[config.mk]
export PLATFORM = sky130hd
export DESIGN_NAME = uart_rx_flat
export DESIGN_NICKNAME = d
export VERILOG_FILES = /design/src/rtl/uart_rx_if.sv /design/src/rtl/uart_rx.sv /design/src/flat_wrapper.sv
export SDC_FILE = /design/constraint.sdc
export NUM_CORES = 1
export LEC_CHECK = 0
export ABC_AREA = 0
export CORE_UTILIZATION = 45
export CTS_CLUSTER_DIAMETER = 200
export CTS_CLUSTER_SIZE = 24
export DETAILED_ROUTE_END_ITERATION = 7
export SETUP_SLACK_MARGIN = 0.2
export SYNTH_ARGS = -nofsm -noshare
export SYNTH_HDL_FRONTEND = slang
export SYNTH_SLANG_ARGS = --single-unit
export TNS_END_PERCENT = 5
[constraint.sdc]
create_clock -name clk -period 5.35 [get_ports clk]
set_clock_uncertainty 0.05 [all_clocks]
set_input_delay 1.605 -clock clk [delete_from_list [all_inputs] [get_ports clk]]
set_output_delay 1.605 -clock clk [all_outputs]
set_load 0.1 [all_outputs]
[src/rtl/uart_rx_if.sv]
// uart_rx_if: serial line, consumer acknowledge and received-byte status of the UART receiver
interface uart_rx_if;
  logic       RX;
  logic       clr_rdy;
  logic [7:0] rx_data;
  logic       rdy;
  logic       frm_err;
  logic       ovr;
  logic       busy;
  modport master (output RX, clr_rdy, input rx_data, rdy, frm_err, ovr, busy);
  modport slave (input RX, clr_rdy, output rx_data, rdy, frm_err, ovr, busy);
endinterface

[src/rtl/uart_rx.sv]
// uart_rx: 8N1 receiver with mid-bit sampling, start-glitch rejection, framing/overrun flags and rdy/clr_rdy handshake
module uart_rx #(
  parameter int BAUD_DIV = 2604
) (
  input logic      clk,
  input logic      rst_n,
  uart_rx_if.slave bus
);
  localparam int CW = $clog2(BAUD_DIV);
  typedef enum logic [2:0] {IDLE, START, DATA, STOP, WAIT_HI} state_t;
  state_t        state_q;
  logic [1:0]    sync_q;
  logic [CW-1:0] baud_q;
  logic [3:0]    bit_q;
  logic [7:0]    shift_q, data_q;
  logic          rdy_q, frm_q, ovr_q, busy_q;
  logic          rx_s, tick;
  assign rx_s = sync_q[1];
  assign tick = baud_q == '0;
  always_ff @(posedge clk) begin
    if (!rst_n) begin
      sync_q  <= 2'b11;
      state_q <= IDLE;
      baud_q  <= '0;
      bit_q   <= '0;
      shift_q <= '0;
      data_q  <= '0;
      rdy_q   <= 1'b0;
      frm_q   <= 1'b0;
      ovr_q   <= 1'b0;
      busy_q  <= 1'b0;
    end else begin
      sync_q <= {sync_q[0], bus.RX};
      if (bus.clr_rdy) begin
        rdy_q <= 1'b0;
        ovr_q <= 1'b0;
        frm_q <= 1'b0;
      end
      if (state_q != IDLE && state_q != WAIT_HI && !tick) baud_q <= baud_q - 1'b1;
      case (state_q)
        IDLE: if (!rx_s) begin
          state_q <= START;
          busy_q  <= 1'b1;
          baud_q  <= CW'(BAUD_DIV / 2 - 1);
        end
        START: if (tick) begin
          if (rx_s) begin
            state_q <= IDLE;
            busy_q  <= 1'b0;
          end else begin
            state_q <= DATA;
            bit_q   <= '0;
            baud_q  <= CW'(BAUD_DIV - 1);
          end
        end
        DATA: if (tick) begin
          shift_q <= {rx_s, shift_q[7:1]};
          bit_q   <= bit_q + 4'd1;
          baud_q  <= CW'(BAUD_DIV - 1);
          if (bit_q == 4'd7) state_q <= STOP;
        end
        // set beats a coincident clr_rdy; ovr only when the old byte was never acknowledged
        STOP: if (tick) begin
          if (rx_s) begin
            data_q  <= shift_q;
            rdy_q   <= 1'b1;
            if (rdy_q && !bus.clr_rdy) ovr_q <= 1'b1;
            state_q <= IDLE;
            busy_q  <= 1'b0;
          end else begin
            frm_q   <= 1'b1;
            state_q <= WAIT_HI;
          end
        end
        WAIT_HI: if (rx_s) begin
          state_q <= IDLE;
          busy_q  <= 1'b0;
        end
        default: begin
          state_q <= IDLE;
          busy_q  <= 1'b0;
        end
      endcase
    end
  end
  assign bus.rx_data = data_q;
  assign bus.rdy     = rdy_q;
  assign bus.frm_err = frm_q;
  assign bus.ovr     = ovr_q;
  assign bus.busy    = busy_q;
endmodule

[src/flat_wrapper.sv]
// flat-port wrapper written by rule: the top's interface ports become plain ports
module uart_rx_flat 
#(
  parameter int BAUD_DIV = 2604
)
  (clk, rst_n, bus_RX, bus_clr_rdy, bus_rx_data, bus_rdy, bus_frm_err, bus_ovr, bus_busy);
  uart_rx_if bus_i ();
  input logic clk;
  input logic rst_n;
  input wire logic [$bits(bus_i.RX)-1:0] bus_RX;
  input wire logic [$bits(bus_i.clr_rdy)-1:0] bus_clr_rdy;
  output wire logic [$bits(bus_i.rx_data)-1:0] bus_rx_data;
  output wire logic [$bits(bus_i.rdy)-1:0] bus_rdy;
  output wire logic [$bits(bus_i.frm_err)-1:0] bus_frm_err;
  output wire logic [$bits(bus_i.ovr)-1:0] bus_ovr;
  output wire logic [$bits(bus_i.busy)-1:0] bus_busy;
  assign bus_i.RX = bus_RX;
  assign bus_i.clr_rdy = bus_clr_rdy;
  assign bus_rx_data = bus_i.rx_data;
  assign bus_rdy = bus_i.rdy;
  assign bus_frm_err = bus_i.frm_err;
  assign bus_ovr = bus_i.ovr;
  assign bus_busy = bus_i.busy;
  uart_rx #(.BAUD_DIV(BAUD_DIV)) u_core (.clk(clk), .rst_n(rst_n), .bus(bus_i));
endmodule
* Word-level counts from Yosys, hierarchy flattened
Cells that the tools add are included.
** Operators by class
- Reductions and logical operators :: 15
- Equal/unequal tests :: 14
- Muxes and demuxes :: 36
- Bitwise logic cells :: 1
- $add $sub $neg :: 2
** Operators by type and width (count)
- 12-bit 2-to-1 mux :: 5
- 12-bit case mux with 3 select lines :: 1
- 3-bit 2-to-1 mux :: 7
- 1-bit 2-to-1 mux :: 16
- 3-bit case mux with 5 select lines :: 1
- 12-bit logical NOT :: 1
- 4-bit 2-to-1 mux :: 3
- 2-bit by 1-bit != test with 1-bit output (second input constant) :: 6
- 12-bit by 1-bit subtractor with 12-bit output (second input constant) :: 1
- 4-bit case mux with 2 select lines :: 1
- 3-bit by 2-bit equality test with 1-bit output (second input constant) :: 2
- 3-bit AND reduction :: 2
- 6-bit AND reduction :: 1
- 4-bit by 1-bit adder with 4-bit output (second input constant) :: 1
- 4-bit by 3-bit equality test with 1-bit output (second input constant) :: 1
- 2-bit != test (second input constant) :: 2
- 1-bit case mux with 4 select lines :: 1
- 4-bit AND reduction :: 1
- 3-bit by 1-bit equality test with 1-bit output (second input constant) :: 1
- 3-bit equality test (second input constant) :: 1
- 1-bit logical AND :: 3
- 3-bit logical NOT :: 1
- 3-bit != test (second input constant) :: 1
- 3-bit nonzero test :: 1
- other kinds (6) :: 7
** Storage, ports and cells
- Register bits :: 41

* Logic depth before layout (Yosys ltp)
- Depth in word-level cells :: 7
- Mapped depth :: 8
- Gate-level depth less buffers :: 6

* Least setup slack after synthesis
Ideal clock, no wire load.
- Path type :: input -> register
- Start :: input port rst_n
- End :: register u_core.baud_q[11]
- Data arrival time :: 2.612 ns
- Library setup time :: 0.079 ns
- Buffers on the path :: 1
- Cell stages on the path :: 5
- Slack :: 2.609 ns
- Path through :: inv_1 clkbuf_1 or3_1 or4_1 o211ai_1
** RTL lines
- start: declaration :: line flat_wrapper.sv:9 : input logic rst_n;
- end signal: assignment :: line uart_rx.sv:39 : if (state_q != IDLE && state_q != WAIT_HI && !tick) baud_q <= baud_q - 1'b1;
- end signal: assignment :: line uart_rx.sv:44 : baud_q <= CW'(BAUD_DIV / 2 - 1);
- end signal: assignment :: line uart_rx.sv:53 : baud_q <= CW'(BAUD_DIV - 1);
- end: declaration :: line uart_rx.sv:13 : logic [CW-1:0] baud_q;

==> impl_metrics.toml <==
[run_status]
outcome = "complete, no violations"

[synthesis]
synth_seq_cells = 41
ys_seq_area_frac = 0.420
syn_area_um2 = 1950
yosysTopAreaCellShare = 0.420
synthesis.nets = 226
yosysWarningCount = 0
synth-edff-count = 0
synthTopCellsByArea = "dfxtp_1 42%, a21oi_1 5.4%, mux2i_1 5.1%"
synthDominantAreaCellType = "dfxtp_1"
synthArstFlopShare = 0
synth.distinct_cells = 46
syn_inst = 219
ys_dominant_reg_cell = "dfxtp_1"
syn_area_per_cell_um2 = 8.92

[setup_path]
worstSetupPathType = "in -> reg"
startpoint_type = "input port"
required_ns = 5.53
worstPathArrival_ns = 3.92
crit_path_end_kind = "register"
cp_max_fo = 29

[routing]
routed_wl_um = 4700
drcViolationCount = 0
wire_per_inst_um = 17.0
dr.first_iter.drc_count = 143
viasPerCell = 6.30
vias = 1745
ant_nets = 0
first_pass_iters = 6

[power]
powerDensity_nw_per_um2 = 315
ir_drop_uv = 169
p_leak_nw = 0.812

[die]
rows = 23
ios = 16
chipHeight_um = 67.9
initial_utilization = 0.478
core_um2 = 4090
fp.dieArea_um2 = 4610
die_w_um = 67.9

[clock_tree]
post_cts_buffers = 0
cts_tree = "done"
htree_levels = 2
numCtsBuffers = 5
cts_hold_buffers = 0
clk-insertion-delay-late_ns = 0.30
post_cts_resized = 0
cts.clk_slew.worst_paths_ns = 0.08
cts_buffer_depth = 2
clockRootBuffer = "clkbuf_8"
cts_sinks = 41

[finish]
fill_cells = 372
drive_above_1_share = 0.0705
seqCellArea_um2 = 821
multi_input_comb_area_um2 = 1040
antenna_cells = 0
instances_no_fill = 277
nets = 234
syn_to_final_growth_pct = 13.1

[timing]
worst_hold_slack_ns = 0.362
setup_violations = 0
hold_viol_final = 0
clock.fmax_mhz = 267
finalMaxSlewViolations = 0
fin_crit_sh = 0.701
tightest_slew_ns = 0.980
min_period_ns = 3.75
rsz0062_at_grt = "false"
relSlewSlack = 0.345
tns_ns = 0

[job]
maxCapViolations = 0

[placed_design]
io_buffers = 15
dp.cells = 270
dp_hpwl_um = 3160
gp_congestion = 0.770

[global_route]
grt_overflow = 0
grtUsageTotal = 0.225
grt_max_degree = 30
grt_pass1_wl_um = 7650
grt_pass1_vias = 1665
antenna_found_initial = 0

[hold_path]
hold_path.class = "reg -> reg"
[registers in the layout, summed over array words and instances (netlist names)]
signal,count
u_core.shift_q,8
u_core.bus.frm_err,1
u_core.sync_q,2
u_core.baud_q,12
u_core.bus.rdy,1
u_core.bus.ovr,1
u_core.bus.rx_data,8
u_core.state_q,3
u_core.bus.busy,1
u_core.bit_q,4
[cell usage after synthesis, drive strengths merged (5+ instances only)]
cell type	n
nand3	10
a21oi	21
clkbuf	8
nand4	15
nor2	15
or4	7
buf	8
o31ai	12
dfxtp	41
nor3	13
mux2i	10
nand2b	5
[layout make-up]
cell class	count	area share
multi-input cells	156	0.469
flip-flops and latches	41	0.371
repair buffers	17	0.0747
clock buffers	5	0.0311
well taps	50	0.0283
clock inverters	2	0.0158
inverters	6	0.0102
[cell usage in the layout, fill, tap and decap left out, types with 2 or more instances in the layout]
cell             Yosys  routed
clkinv_1             2       2
or3_1                4       4
o31a_1               4       4
nor3b_1              2       2
nand2_1              4       4
clkdlybuf4s50_1      0      15
o21ai_0              3       3
a31oi_1              3       3
mux2i_1             10      10
a21oi_1             21      21
and4_1               2       2
nand3_1             10      10
o211ai_1             2       2
o31ai_1             12      12
inv_1                4       4
ha_1                 3       3
or4_1                6       6
buf_4                0       2
clkbuf_8             0       5
nand2b_1             5       5
a311oi_1             2       2
nor3_1              13      13
dfxtp_1             41      41
nor2_1              15      15
nand4_1             14      14
and3_1               2       2
[through the flow]
stage	worst slack (ns)	power (mW)	utilization	area [um2]
2_1_floorplan	2.61	0.432	-	1950
3_3_place_gp	1.38	0.457	0.516	2110
3_5_place_dp	1.30	0.461	0.516	2110
4_1_cts	1.61	0.700	0.541	2210
5_1_grt	1.45	0.723	0.541	2210
6_report	1.60	0.698	0.541	2210
[path summary, 6_finish.rpt]
kind | from | depth (start not counted) | slack, ns | endpoint
max | rst_n | 5 | 1.60 | u_core.baud_q[5]
min | u_core.sync_q[0] | 1 | 0.36 | u_core.sync_q[1]
max reg2reg | u_core.baud_q[0] | 7 | 2.99 | u_core.bit_q[3]
min reg2reg | u_core.sync_q[0] | 1 | 0.36 | u_core.sync_q[1]
[per-layer routing]
layer,vias up,share of wire,global-route usage
li1,853,-,-
met1,837,0.48,0.300
met2,44,0.46,0.349
met3,11,0.049,0.0400
met4,0,0.017,0.107
met5,-,0,0
[worst max-delay path, cell delays in order]
cell             delay [ns]
clkdlybuf4s50_1        0.78
inv_1                  0.53
or3_1                  0.48
or4_1                  0.41
o211ai_1               0.11
[report_power, final]
part,switching [mW],leakage [nW],internal (mW)
Clock,0.105,0.0540,0.136
Sequential,0.0153,0.332,0.315
Combinational,0.0848,0.426,0.0417
Total,0.205,0.812,0.493
[cells by family after synthesis]
family | synth area share
muxes | 0.0512
xor gates and xnor gates | 0.00448
adders and majority gates | 0.0192
buffers and inverters | 0.0499
and+or+nand+nor | 0.266
AOI/OAI and AO/OA | 0.189
DFF | 0.420
(Power assumes the default switching activity.)
